<file path="src/rtl/peg_l2_mdio_pkg.sv">
// Shared MDIO constants, FSM state type and clause-22 read header builder for the
// RMII link controller and its MDC generator.
package peg_l2_mdio_pkg;

  localparam logic [1:0] MDIO_ST           = 2'b01;
  localparam logic [1:0] MDIO_OP_RD        = 2'b10;
  localparam int         MDIO_PREAMBLE_LEN = 32;
  localparam int         MDIO_HDR_LEN      = 14;
  localparam int         MDIO_DATA_LEN     = 16;
  localparam logic [4:0] BMSR_ADDR         = 5'd1;
  localparam int         BMSR_LINK_BIT     = 2;

  typedef enum logic [2:0] {
    IDLE_S      = 3'd0,
    PREAMBLE_S  = 3'd1,
    HDR_S       = 3'd2,
    TA_S        = 3'd3,
    DATA_S      = 3'd4,
    DONE_S      = 3'd5,
    WAIT_POLL_S = 3'd6
  } mdio_state_e;

  typedef enum logic {
    SEL_BMSR  = 1'b0,
    SEL_SPEED = 1'b1
  } mdio_reg_sel_e;

  // ST, OP, PHYAD, REGAD packed MSB-first as they leave on the wire.
  function automatic logic [13:0] mdio_rd_hdr(input logic [4:0] phy_addr,
                                              input logic [4:0] reg_addr);
    return {MDIO_ST, MDIO_OP_RD, phy_addr, reg_addr};
  endfunction

endpackage

</file>
<file path="src/rtl/peg_l2_mdio_clk_gen.sv">
// MDC generator: free-runs while run=1, toggling every MDC_DIV cycles, and flags the
// cycle on which each rising/falling MDC edge is registered.
module peg_l2_mdio_clk_gen #(
  parameter int MDC_DIV = 10
) (
  input  logic clk,
  input  logic rst_n,
  input  logic run,
  output logic mdc,
  output logic rise_stb,
  output logic fall_stb
);

  localparam int              DIV_W    = (MDC_DIV > 1) ? $clog2(MDC_DIV) : 1;
  localparam logic [DIV_W-1:0] DIV_LAST = DIV_W'(MDC_DIV - 1);
  localparam logic [DIV_W-1:0] DIV_ONE  = DIV_W'(1);

  logic [DIV_W-1:0] div_cntr_q, div_cntr_d;
  logic             mdc_q, mdc_d;
  logic             toggle;

  assign toggle = run && (div_cntr_q == DIV_LAST);

  always_comb begin
    div_cntr_d = '0;
    mdc_d      = 1'b0;
    if (run) begin
      div_cntr_d = toggle ? '0 : (div_cntr_q + DIV_ONE);
      mdc_d      = mdc_q ^ toggle;
    end
  end

  always_ff @(posedge clk or negedge rst_n) begin
    if (!rst_n) begin
      div_cntr_q <= '0;
      mdc_q      <= 1'b0;
    end else begin
      div_cntr_q <= div_cntr_d;
      mdc_q      <= mdc_d;
    end
  end

  assign mdc      = mdc_q;
  assign rise_stb = toggle & ~mdc_q;
  assign fall_stb = toggle &  mdc_q;

endmodule

</file>
<file path="src/rtl/peg_l2_rs_rmii_link_ctrl.sv">
// Polls PHY BMSR and a vendor speed register over clause-22 MDIO and drives the RMII RS
// speed select. Define PEG_L2_RMII_LINK_IRQ_EN to add the link_chg_irq output.
module peg_l2_rs_rmii_link_ctrl
  import peg_l2_mdio_pkg::*;
#(
  parameter logic [4:0] PHY_ADDR        = 5'd1,
  parameter int         MDC_DIV         = 10,
  parameter int         POLL_INTERVAL_W = 20,
  parameter logic [4:0] SPEED_REG       = 5'd31,
  parameter int         SPEED_BIT_POS   = 3
) (
  input  logic rmii_ref_clk,
  input  logic rst_n,
  input  logic ctrl_en,
  output logic mdc,
  output logic mdio_o,
  output logic mdio_oe,
  input  logic mdio_i,
  output logic config_rs_mii_speed_100_n_10,
  output logic link_up,
  output logic status_valid,
  output logic phy_err
`ifdef PEG_L2_RMII_LINK_IRQ_EN
  ,
  output logic link_chg_irq
`endif
);

  localparam logic [5:0] PRE_LAST  = 6'(MDIO_PREAMBLE_LEN - 1);
  localparam logic [5:0] HDR_LAST  = 6'(MDIO_HDR_LEN - 1);
  localparam logic [5:0] DATA_BITS = 6'(MDIO_DATA_LEN);
  localparam logic [5:0] TA_SAMPLE = 6'd1;
  localparam logic [POLL_INTERVAL_W-1:0] POLL_ONE = POLL_INTERVAL_W'(1);

  mdio_state_e           state_q, state_d;
  mdio_reg_sel_e         reg_sel_q, reg_sel_d;
  logic [5:0]            bit_cntr_q, bit_cntr_d;
  logic [POLL_INTERVAL_W-1:0] poll_cntr_q, poll_cntr_d;
  logic [13:0]           hdr_sr_q, hdr_sr_d;
  logic [15:0]           data_sr_q, data_sr_d;
  logic                  ta_fail_q, ta_fail_d;
  logic                  link_bit_q, link_bit_d;
  logic                  mdio_o_q, mdio_o_d;
  logic                  mdio_oe_q, mdio_oe_d;
  logic                  speed_q, speed_d;
  logic                  link_up_q, link_up_d;
  logic                  status_valid_q, status_valid_d;
  logic                  phy_err_q, phy_err_d;
  logic                  start_frame;
  logic                  run, rise_stb, fall_stb;
  logic [13:0]           hdr_word;

  assign run = (state_q == PREAMBLE_S) || (state_q == HDR_S) ||
               (state_q == TA_S) || (state_q == DATA_S);
  assign hdr_word = mdio_rd_hdr(PHY_ADDR, (reg_sel_q == SEL_BMSR) ? BMSR_ADDR : SPEED_REG);

  peg_l2_mdio_clk_gen #(
    .MDC_DIV (MDC_DIV)
  ) u_clk_gen (
    .clk      (rmii_ref_clk),
    .rst_n    (rst_n),
    .run      (run),
    .mdc      (mdc),
    .rise_stb (rise_stb),
    .fall_stb (fall_stb)
  );

  always_comb begin
    state_d        = state_q;
    reg_sel_d      = reg_sel_q;
    bit_cntr_d     = bit_cntr_q;
    poll_cntr_d    = '0;
    hdr_sr_d       = hdr_sr_q;
    data_sr_d      = data_sr_q;
    ta_fail_d      = ta_fail_q;
    link_bit_d     = link_bit_q;
    mdio_o_d       = mdio_o_q;
    mdio_oe_d      = mdio_oe_q;
    speed_d        = speed_q;
    link_up_d      = link_up_q;
    status_valid_d = 1'b0;
    phy_err_d      = phy_err_q;
    start_frame    = 1'b0;

    case (state_q)
      IDLE_S: begin
        if (ctrl_en) begin
          reg_sel_d   = SEL_BMSR;
          start_frame = 1'b1;
        end
      end
      PREAMBLE_S: begin
        if (fall_stb) begin
          if (bit_cntr_q == PRE_LAST) begin
            state_d  = HDR_S;
            mdio_o_d = hdr_word[13];
            hdr_sr_d = {hdr_word[12:0], 1'b0};
          end else begin
            bit_cntr_d = bit_cntr_q + 6'd1;
          end
        end
      end
      HDR_S: begin
        if (fall_stb) begin
          if (bit_cntr_q == HDR_LAST) begin
            state_d   = TA_S;
            mdio_oe_d = 1'b0;
            mdio_o_d  = 1'b1;
          end else begin
            mdio_o_d   = hdr_sr_q[13];
            hdr_sr_d   = {hdr_sr_q[12:0], 1'b0};
            bit_cntr_d = bit_cntr_q + 6'd1;
          end
        end
      end
      TA_S: begin
        // A failed TA still waits for the closing MDC fall so MDC never ends on a runt high.
        if (rise_stb) begin
          bit_cntr_d = bit_cntr_q + 6'd1;
          if (bit_cntr_q == TA_SAMPLE) begin
            if (!mdio_i) state_d = DATA_S;
            else         ta_fail_d = 1'b1;
          end
        end else if (fall_stb && ta_fail_q) begin
          state_d = DONE_S;
        end
      end
      DATA_S: begin
        if (rise_stb) begin
          data_sr_d  = {data_sr_q[14:0], mdio_i};
          bit_cntr_d = bit_cntr_q + 6'd1;
        end else if (fall_stb && (bit_cntr_q == DATA_BITS)) begin
          state_d = DONE_S;
        end
      end
      DONE_S: begin
        mdio_oe_d = 1'b0;
        mdio_o_d  = 1'b1;
        if (ta_fail_q) begin
          phy_err_d      = 1'b1;
          link_up_d      = 1'b0;
          status_valid_d = 1'b1;
          state_d        = WAIT_POLL_S;
        end else if (reg_sel_q == SEL_BMSR) begin
          link_bit_d  = data_sr_q[BMSR_LINK_BIT];
          reg_sel_d   = SEL_SPEED;
          start_frame = 1'b1;
        end else begin
          link_up_d = link_bit_q;
          phy_err_d = 1'b0;
          if (link_bit_q) speed_d = data_sr_q[SPEED_BIT_POS];
          status_valid_d = 1'b1;
          state_d        = WAIT_POLL_S;
        end
      end
      WAIT_POLL_S: begin
        poll_cntr_d = poll_cntr_q + POLL_ONE;
        if (!ctrl_en) begin
          state_d = IDLE_S;
        end else if (poll_cntr_q == '1) begin
          reg_sel_d   = SEL_BMSR;
          start_frame = 1'b1;
        end
      end
      default: state_d = IDLE_S;
    endcase

    // The first preamble bit goes out on entry, ahead of any MDC edge.
    if (start_frame) begin
      state_d   = PREAMBLE_S;
      mdio_o_d  = 1'b1;
      mdio_oe_d = 1'b1;
      ta_fail_d = 1'b0;
    end

    if (state_d != state_q) begin
      bit_cntr_d  = '0;
      poll_cntr_d = '0;
    end
  end

  always_ff @(posedge rmii_ref_clk or negedge rst_n) begin
    if (!rst_n) begin
      state_q        <= IDLE_S;
      reg_sel_q      <= SEL_BMSR;
      bit_cntr_q     <= '0;
      poll_cntr_q    <= '0;
      hdr_sr_q       <= '0;
      data_sr_q      <= '0;
      ta_fail_q      <= 1'b0;
      link_bit_q     <= 1'b0;
      mdio_o_q       <= 1'b1;
      mdio_oe_q      <= 1'b0;
      speed_q        <= 1'b1;
      link_up_q      <= 1'b0;
      status_valid_q <= 1'b0;
      phy_err_q      <= 1'b0;
    end else begin
      state_q        <= state_d;
      reg_sel_q      <= reg_sel_d;
      bit_cntr_q     <= bit_cntr_d;
      poll_cntr_q    <= poll_cntr_d;
      hdr_sr_q       <= hdr_sr_d;
      data_sr_q      <= data_sr_d;
      ta_fail_q      <= ta_fail_d;
      link_bit_q     <= link_bit_d;
      mdio_o_q       <= mdio_o_d;
      mdio_oe_q      <= mdio_oe_d;
      speed_q        <= speed_d;
      link_up_q      <= link_up_d;
      status_valid_q <= status_valid_d;
      phy_err_q      <= phy_err_d;
    end
  end

`ifdef PEG_L2_RMII_LINK_IRQ_EN
  logic link_chg_q, link_chg_d;

  assign link_chg_d = status_valid_d && ((link_up_d != link_up_q) || (speed_d != speed_q));

  always_ff @(posedge rmii_ref_clk or negedge rst_n) begin
    if (!rst_n) link_chg_q <= 1'b0;
    else        link_chg_q <= link_chg_d;
  end

  assign link_chg_irq = link_chg_q;
`endif

  assign mdio_o                       = mdio_o_q;
  assign mdio_oe                      = mdio_oe_q;
  assign config_rs_mii_speed_100_n_10 = speed_q;
  assign link_up                      = link_up_q;
  assign status_valid                 = status_valid_q;
  assign phy_err                      = phy_err_q;

endmodule
</file>
<file path="config.mk">
export PLATFORM = sky130hd
export DESIGN_NAME = peg_l2_rs_rmii_link_ctrl
export DESIGN_NICKNAME = d
export VERILOG_FILES = /design/src/rtl/peg_l2_mdio_pkg.sv /design/src/rtl/peg_l2_mdio_clk_gen.sv /design/src/rtl/peg_l2_rs_rmii_link_ctrl.sv
export SDC_FILE = /design/constraint.sdc
export NUM_CORES = 1
export LEC_CHECK = 0
export ABC_CLOCK_PERIOD_IN_PS = 2600
export CAP_MARGIN = 40
export CORE_ASPECT_RATIO = 1.75
export CORE_MARGIN = 2
export CORE_UTILIZATION = 28
export CTS_CLUSTER_DIAMETER = 80
export DETAILED_ROUTE_END_ITERATION = 8
export GPL_TIMING_DRIVEN = 0
export PLACE_DENSITY = 0.55
export SLEW_MARGIN = 30
export SYNTH_ARGS = -nofsm -noshare
export SYNTH_HDL_FRONTEND = slang
export SYNTH_SLANG_ARGS = --single-unit
</file>
<file path="constraint.sdc">
create_clock -name rmii_ref_clk -period 2.6 [get_ports rmii_ref_clk]
set_input_delay 0.52 -clock rmii_ref_clk [delete_from_list [all_inputs] [get_ports rmii_ref_clk]]
set_output_delay 0.52 -clock rmii_ref_clk [all_outputs]
set_load 0.005 [all_outputs]
</file>
### Word level (Yosys, flattened, before mapping)

Cells that the tools add are included.

* bits in registers: 61
* bits of input ports: 4

* $add $sub $neg: 3
* eq/ne operators: 30
* multiplexer cells: 66
* bitwise logic cells: 6
* reductions and logical operators: 28

Operators by type and width (count)
* $mux W14: 4
* $mux W3: 14
* $mux W20: 2
* $mux W6: 6
* $mux W1: 30
* $pmux W14 S2: 1
* $pmux W3 S7: 1
* $add A20 B1 Y20 const B: 1
* $eq A20 B20 Y1 const B: 1
* $ne A3 B2 Y1 const B: 6
* $pmux W6 S3: 1
* $ne A2 B2 Y1 const B: 7
* $eq A6 B5 Y1 const B: 2
* $reduce_and A4 Y1: 3
* $reduce_bool A2 Y1: 6
* $reduce_and A5 Y1: 2
* $eq A3 B3 Y1 const B: 3
* $pmux W1 S3: 3
* $mux W4: 2
* $reduce_bool A4 Y1: 2
* $add A6 B1 Y6 const B: 1
* $eq A3 B2 Y1 const B: 2
* $eq A6 B1 Y1 const B: 1
* $eq A6 B4 Y1 const B: 1
* other kinds (20): 31

### Depth between registers and ports, before layout

Gate-level depths: netlist (run 1).

* depth in word-level cells: 14
* gate-level depth with buffers: 13

### Cells and area by module

Synthesis (run 1) repeated with hierarchy kept, for this count alone.

* cell total of the unflattened synthesis: 332
* area, all modules: 3170.5 µm²

Modules (own cells, without submodules)
* peg_l2_rs_rmii_link_ctrl: times used 1, cells each 307, area each 2897.8 µm², sequential area each 1378.8 µm²
* peg_l2_mdio_clk_gen: times used 1, cells each 25, area each 272.8 µm², sequential area each 125.1 µm²

### Least setup slack after synthesis (run 1)

Ideal clock, no wire load.

* path kind: flip-flop to flip-flop
* from: register state_q[2]
* to: register state_q[0]
* setup time: 131 ps
* arrival time: 2265 ps
* setup slack: 203 ps
* stages on the path, launching flop included: 10
* cell sequence: dfrtp_1 buf_2 inv_1 xnor2_1 nor2_1 ha_1 inv_1 o41ai_1 o2bb2ai_1 or3_1

* cells in the longest elaborated chain, start to end: 11
* elaborated cells on any way between the ends: 24
* those cells by class: eq/ne (6); mux (9); bitwise (2); reduce/logical (7)

RTL lines
* start, declared: RTL line peg_l2_rs_rmii_link_ctrl.sv:35 `mdio_state_e state_q, state_d;`
* start signal, assigned: RTL line peg_l2_rs_rmii_link_ctrl.sv:199 `state_q <= state_d;`
* $eq A3 B1 Y1 or $eq A3 B2 Y1 (tied branches): RTL line peg_l2_rs_rmii_link_ctrl.sv:53, peg_l2_rs_rmii_link_ctrl.sv:85
* $logic_or A1 B1 Y1 (2 in series): RTL line peg_l2_rs_rmii_link_ctrl.sv:53 `assign run = (state_q == PREAMBLE_S) || (state_q == HDR_S) ||`
* $logic_or A1 B1 Y1: RTL line peg_l2_rs_rmii_link_ctrl.sv:54 `(state_q == TA_S) || (state_q == DATA_S);`
* $logic_and A1 B1 Y1: RTL line peg_l2_mdio_clk_gen.sv:22 `assign toggle = run && (div_cntr_q == DIV_LAST);`
* $and A1 B1 Y1: RTL line peg_l2_mdio_clk_gen.sv:45 `assign fall_stb = toggle & mdc_q;`
* $logic_and A1 B1 Y1, on equally long branches: RTL line peg_l2_rs_rmii_link_ctrl.sv:132, peg_l2_rs_rmii_link_ctrl.sv:124
* $mux W3, on equally long branches: RTL line peg_l2_rs_rmii_link_ctrl.sv:132, peg_l2_rs_rmii_link_ctrl.sv:124
* $mux W3, on equally long branches: RTL line peg_l2_rs_rmii_link_ctrl.sv:129, peg_l2_rs_rmii_link_ctrl.sv:118
* $pmux W3 S7: RTL line peg_l2_rs_rmii_link_ctrl.sv:85 `case (state_q)`
* $mux W3 *: RTL line peg_l2_rs_rmii_link_ctrl.sv:169 `if (start_frame) begin`
* named net state_d[0]: RTL line peg_l2_rs_rmii_link_ctrl.sv:35

Mark *: on every way through the listed nets, which the timed path passes. The rest lies on a longest branch.
A chain may end at the register's enable or synchronous reset.

### Worst setup path in the final report (run 1)

* from: register state_q[2]
* to: register hdr_sr_q[1]

* cells in the longest elaborated chain, start to end: 8
* elaborated cells on any way between the ends: 16
* those cells by class: eq/ne (8); mux (1); bitwise (1); reduce/logical (6)

RTL lines
* $eq A3 B1 Y1 or $eq A3 B2 Y1 (tied branches): RTL line peg_l2_rs_rmii_link_ctrl.sv:53, peg_l2_rs_rmii_link_ctrl.sv:85
* $logic_or A1 B1 Y1 (2 in series): RTL line peg_l2_rs_rmii_link_ctrl.sv:53
* $logic_or A1 B1 Y1: RTL line peg_l2_rs_rmii_link_ctrl.sv:54
* $logic_and A1 B1 Y1: RTL line peg_l2_mdio_clk_gen.sv:22
* $and A1 B1 Y1: RTL line peg_l2_mdio_clk_gen.sv:45
* $ne A2 B2 Y1 (no source line)
* $reduce_and A5 Y1 (no source line)
* end signal, assigned: RTL line peg_l2_rs_rmii_link_ctrl.sv:203 `hdr_sr_q <= hdr_sr_d;`
* end, declared: RTL line peg_l2_rs_rmii_link_ctrl.sv:39 `logic [13:0] hdr_sr_q, hdr_sr_d;`

Several ways; a longest one is shown, not always the timed one.

==> qor.txt, run 1 <==
Status: complete, no violations
Detailed Route WL: 6.87 mm
Tot Pwr: 2.85 mW
Syn_nets: 330
Req. time, crit path: 2.79 ns
Commonest cells after routing, fill and taps aside: dfrtp_1 (57), nor2_1 (42), inv_1 (24)
Largest net degree at the start of global routing: 40
Final Hold Viols: 0
Clock skew: 0.00773 ns
Antenna cells: 0
Pwr/cell area: 735 nW/um2
Post-synth EDFFs: 0
Area after DPL: 3430 um2
All-Layer GR Usage: 0.122
Buffers on Ports: 10
Clock Latency Late Sink: 0.33 ns
Via/cell ratio: 4.90
Crit path arrival time: 2.62 ns
Num CTS Buffers: 9
Routed wire per std cell: 14.4 um
Slew @ Worst Pin: 0.512 ns
# nets final: 353
Commonest non-fill, non-tap cell in the layout: dfrtp_1
Clk sinks: 60
Final Cycle Share: 0.933
Hold_ws: 0.0738 ns
F_max: 412 MHz
Post-synth top flop: dfrtp_1
Non-Filler Instances: 477
Placed cells: 460
Reg clk slew, reported paths: 0.06 ns
Row Count: 51
Vias in the first global route: 2474
Max-cap violations: 0
Final Max Slew Viols: 0
Max transition margin: 0.656
H-tree depth: 3
Final GP Congestion: 0.882
Initial DRC Count: 100
Peak supply drop: 0.410 mV
Synth Cell Area: 3150 um2
Final critical-path required period: 2.43 ns
CTS tree: built
DIE AREA: 12200 um2
Pre-antenna DRT Iters: 4
Layout cells sized above 1: 0.174
Worst-case clock buffer depth: 2
Leak pwr: 1.64 nW
Starting Density: 0.285
Final TNS setup: 0 ns
First-pass GRT wire length: 11.6 mm
I/O pins: 11
Crit path max fanout: 10
Post-synth cell types: 59
Die height: 144 um
Core Region: 11000 um2
Endpoints failing setup: 0
Root Buffer: clkbuf_16
HPWL Detailed: 4.97 mm
Residual DRC: 0
Initial antenna violation count: 0
Avg Inst Size Synth: 9.94 um2
Syn-to-layout area delta: 23.1%
FFs w/ async S/R, synth: 1.00
Gr ovfl total: 0
Die W: 84.2 um
Synthesized instance count: 317
Hold Path Class: in -> async
DRT antenna net count: 0
Crit path kind: reg -> reg
Vias: 2338
Startpoint types: register
Seq/Total Area, Yosys: 0.477
Yosys warning total: 0
Element type at the critical path end: register
Post-layout instance area: 3880 um2
#FFs+latches synth: 60
final cells by class:
type                    instances  area, um2
flip-flops and latches         60       1510
inverters                      25       97.6
clock inverters                 7        124
plain buffers                   8       71.3
repair buffers                 13        133
multi-input cells             223       1560
clock buffers                   9        225
well taps                     132        165
fillers                      1104       7160
per-stage QoR:
step / setup WS [ns] / util
4_1_cts: 0.0274 / 0.345
6_report: 0.174 / 0.351
2_1_floorplan: 0.203 / -
3_3_place_gp: -0.916 / 0.309
5_1_grt: -0.0265 / 0.351
3_5_place_dp: -0.405 / 0.311
state kept, by name, summed over array words and instances (netlist names), 3 cells and up:
| name | cells |
|---|---|
| bit_cntr_q | 6 |
| poll_cntr_q | 20 |
| u_clk_gen.div_cntr_q | 4 |
| state_q | 3 |
| hdr_sr_q | 13 |
| data_sr_q | 4 |
what timing repair did:
| action | in CTS | in global routing |
|---|---|---|
| hold buffers | 0 | 0 |
| endpoints found under the setup margin | 21 | 20 |
| hold endpoints to repair | 0 | 0 |
| pin swaps | 1 | 2 |
| gates resized for setup | 6 | 13 |
| setup buffers | 1 | 1 |
critical path, stage by stage (launching register included):
cell and delay, ns:
dfrtp_2 0.43, buf_6 0.18, clkinvlp_4 0.11, xnor2_1 0.18, nor2_2 0.26, ha_4 0.20, inv_1 0.12, a2111oi_2 0.24
o21a_1 0.15, buf_4 0.15, buf_4 0.18, a21oi_1 0.08
path summary, 6_finish.rpt:
path,start,endpoint,slack (ns),cells after the start
worst max-delay path,state_q[2],hdr_sr_q[1],0.17,11
max in group asynchronous,rst_n,mdio_o,1.96,2
min in group rmii_ref_clk,mdio_o,mdio_o,0.48,2
worst min-delay path,rst_n,poll_cntr_q[5],0.07,1
worst min register to register,mdio_o,mdio_o,0.48,2
worst max register to register,state_q[2],hdr_sr_q[1],0.17,11
where the power goes:
| part | internal, mW | switching (mW) | leakage [nW] | total [mW] |
|---|---|---|---|---|
| registers | 0.987 | 0.0503 | 0.813 | 1.04 |
| logic | 0.158 | 0.268 | 0.661 | 0.426 |
| clock network | 0.942 | 0.446 | 0.166 | 1.39 |
synth_stat cells (2+ instances only):
cell       n  share of area
o21ai_0    5         0.0079
nand4_1   10          0.020
xnor2_1   15          0.042
nand2b_1   2         0.0040
nand3_1   16          0.025
inv_1     25          0.030
a31oi_1    7          0.014
buf_6      3          0.011
nor3b_1    2         0.0048
nor2_1    44          0.052
and4_1     2         0.0056
dfrtp_1   58           0.46
xor2_1    10          0.028
a21oi_1   16          0.025
o21ai_1    6         0.0095
nand3b_1   2         0.0048
buf_2      3         0.0048
nand2_1   18          0.021
mux2_2     6          0.021
nor3_1     8          0.013
and2_1     2         0.0040
and3_1     6          0.012
nor2b_1    2         0.0040
nor3b_2    2         0.0079
o31ai_1    2         0.0048
buf_4      2         0.0048
dfstp_2    2          0.017
ha_1       9          0.036
o22ai_1    2         0.0040
cell families after synthesis:
group,after synthesis,share of synthesized area
AO/OA/AOI/OAI,57,0.132
XOR/XNOR,25,0.0695
adder cells (fa/ha/maj),9,0.0357
buffers and inverters,34,0.0512
flip-flops,60,0.477
multiplexers,7,0.0246
AND/OR/NAND/NOR,125,0.210
routing by layer:
layer  wire length [um]  global-route usage  vias to the layer above
li1                   -                   -                     1156
met3                195              0.0291                       22
met5                  0                   0                        -
met2               3550               0.214                       42
met4                274              0.0756                        0
met1               2850               0.130                     1118
Power figures use the tool's default switching activity.
==> run 2, diff against run 1 <==
--- a/config.mk
+++ b/config.mk
@@ -8,7 +8,7 @@
 export ABC_CLOCK_PERIOD_IN_PS = 2600
 export CAP_MARGIN = 40
 export CORE_ASPECT_RATIO = 1.75
-export CORE_MARGIN = 2
+export CORE_MARGIN = 1
 export CORE_UTILIZATION = 28
 export CTS_CLUSTER_DIAMETER = 80
 export DETAILED_ROUTE_END_ITERATION = 8
==> qor.txt, run 2 (synthesized netlist as in run 1, its figures left out) <==
Largest register FFs: 20 (unchanged)
CP startpoint: state_q[0]
Row Count: 50 (-2.0%)
Max stage delay cell, worst path: dfrtp_1
Crit path max fanout: 10 (unchanged)
Layout cells sized above 1: 0.171 (-0.00290)
Hold_ws: 0.0772 ns (+0.00345 ns)
I/O pins: 11 (unchanged)
Layout fillers: 1084 (-1.8%)
Req. time, crit path: 2.86 ns (+0.07 ns)
Pwr/cell area: 694 nW/um2 (-5.6%)
Final critical-path required period: 2.42 ns (-0.00724 ns)
Commonest non-fill, non-tap cell in the layout: dfrtp_1
HPWL Detailed: 5.05 mm (+1.5%)
Startpoint types: register
Worst reg2reg path depth: 13 (+2)
Endpoints failing setup: 0 (unchanged)
Hold Path Class: in -> async
Final TNS setup: 0 ns (unchanged)
Via/cell ratio: 4.92 (+0.29%)
DRT antenna net count: 0 (unchanged)
Final Cycle Share: 0.930 (-0.00279)
Largest registers: poll_cntr_q: 20 flops, hdr_sr_q: 13 flops, bit_cntr_q: 6 flops
Clk sinks: 60 (unchanged)
Antenna cells: 0 (unchanged)
H-tree depth: 3 (unchanged)
CP cell instances: buf_6 -> buf_2 -> nor2_4 -> xnor2_1 -> nor2_2 -> ha_4 -> inv_1 -> a2111oi_2 -> o21a_1 -> buf_4 -> buf_6 -> nand3_1 -> o21ai_1
Sequential Area: 1510 um2 (unchanged)
Multi-input gate area: 1540 um2 (-0.88%)
Clock skew: 0.00383 ns (-0.00390 ns)
Final GP Congestion: 0.875 (-0.77%)
Residual DRC: 0 (unchanged)
Post-CTS Hold Buffers: 0 (unchanged)
Element type at the critical path end: register
F_max: 413 MHz (+0.30%)
Vias: 2335 (-0.13%)
Commonest cells after routing, fill and taps aside: dfrtp_1 (57), nor2_1 (42), inv_1 (24)
Non-Filler Instances: 475 (-0.42%)
Leak pwr: 1.62 nW (-1.4%)
Largest Register: poll_cntr_q
Die height: 142 um (-1.4%)
CP most frequent cell: buf_6
Clock Latency Late Sink: 0.33 ns (about the same)
Max transition margin: 0.634 (-0.0221)
Routed wire per std cell: 14.5 um (+0.44%)
Buffers on Ports: 10 (unchanged)
Syn-to-layout area delta: 20.6%
All-Layer GR Usage: 0.139 (+0.0171)
First-pass GRT wire length: 12.2 mm (+5.4%)
Detailed Route WL: 6.87 mm (about the same)
Status: complete, no violations
DIE AREA: 11700 um2 (-3.7%)
Initial DRC Count: 64 (-36%)
Largest net degree at the start of global routing: 40 (unchanged)
Initial antenna violation count: 0 (unchanged)
Final Max Slew Viols: 0 (unchanged)
Crit path arrival time: 2.67 ns (+0.05 ns)
Final Hold Viols: 0 (unchanged)
Starting Density: 0.291 (+0.00571)
# nets final: 353 (unchanged)
Crit path kind: reg -> reg
RSZ-0062 raised after global routing: false
Peak supply drop: 0.409 mV (about the same)
Placed cells: 458 (-0.43%)
Core Region: 10800 um2 (-2.0%)
Reg clk slew, reported paths: 0.05 ns (about the same)
CTS tree: built
Worst-case clock buffer depth: 2 (unchanged)
Vias in the first global route: 2596 (+4.9%)
R2r startpoint: state_q[0]
CP max stage delay: 0.33 ns (-0.10 ns)
Pre-antenna DRT Iters: 4 (unchanged)
Root Buffer: clkbuf_16
Num CTS Buffers: 9 (unchanged)
Gr ovfl total: 0 (unchanged)
Die W: 82.2 um (-2.4%)
Slew @ Worst Pin: 0.545 ns (+0.0328 ns)
Max-cap violations: 0 (unchanged)
## run 2: changes by cell type in the layout (fill, tap and decap cells not counted), sizes merged
cell / change
clkinv: +2
bufinv: -2
## run 2: what timing repair did
item                       CTS  global route
setup endpoints to repair   21            17
gates resized for setup      8             8
pin swaps                    0             2
buffers inserted             1             0
## run 2: cell type report
class / count / share of cell area
buffer: 9 / 0.0191
inverter: 25 / 0.0257
multi-input combinational: 223 / 0.406
sequential: 60 / 0.396
tap: 130 / 0.0428
clock buffer: 9 / 0.0593
clock inverter: 7 / 0.0175
timing repair buffer: 12 / 0.0329
## run 2: report_power, final
group	switching (mW)	internal, mW	total (mW)
clock network	0.431	0.737	1.17
registers	0.0510	0.987	1.04
logic	0.269	0.162	0.430
## run 2: path summary, 6_finish.rpt
path / slack (ns) / end
min reg2reg: 0.46 / mdio_o
min in group rmii_ref_clk: 0.46 / mdio_o
max in group asynchronous: 2.00 / state_q[2]
min: 0.08 / data_sr_q[3]
max: 0.18 / hdr_sr_q[11]
max reg2reg: 0.18 / hdr_sr_q[11]
## run 2: metrics by stage
step / util / cell area, um2 / power [mW] / setup WS [ns]
global route: 0.351 / 3800 / 2.77 / 0.00512
detailed placement: 0.317 / 3430 / 1.46 / -0.369
global placement: 0.315 / 3410 / 1.45 / -0.956
floorplan: - / 3150 / 1.34 / 0.203
CTS: 0.348 / 3760 / 2.66 / 0.0377
finish: 0.351 / 3800 / 2.64 / 0.182
## run 2: layer usage
| metal | part of all wire | vias to the layer above | track usage |
|---|---|---|---|
| li1 | - | 1157 | - |
| met1 | 0.41 | 1134 | 0.148 |
| met2 | 0.54 | 29 | 0.242 |
| met3 | 0.027 | 15 | 0.0423 |
| met4 | 0.025 | 0 | 0.0637 |
| met5 | 0 | - | 0 |
## run 2: critical path: cells and delay by family, from the launching register on
family / cells / cell delay [ns]
AO/OA/AOI/OAI: 3 / 0.49
adder cells (fa/ha/maj): 1 / 0.20
XOR/XNOR: 1 / 0.18
flip-flops: 1 / 0.33
AND/OR/NAND/NOR: 3 / 0.36
buffers and inverters: 5 / 0.77
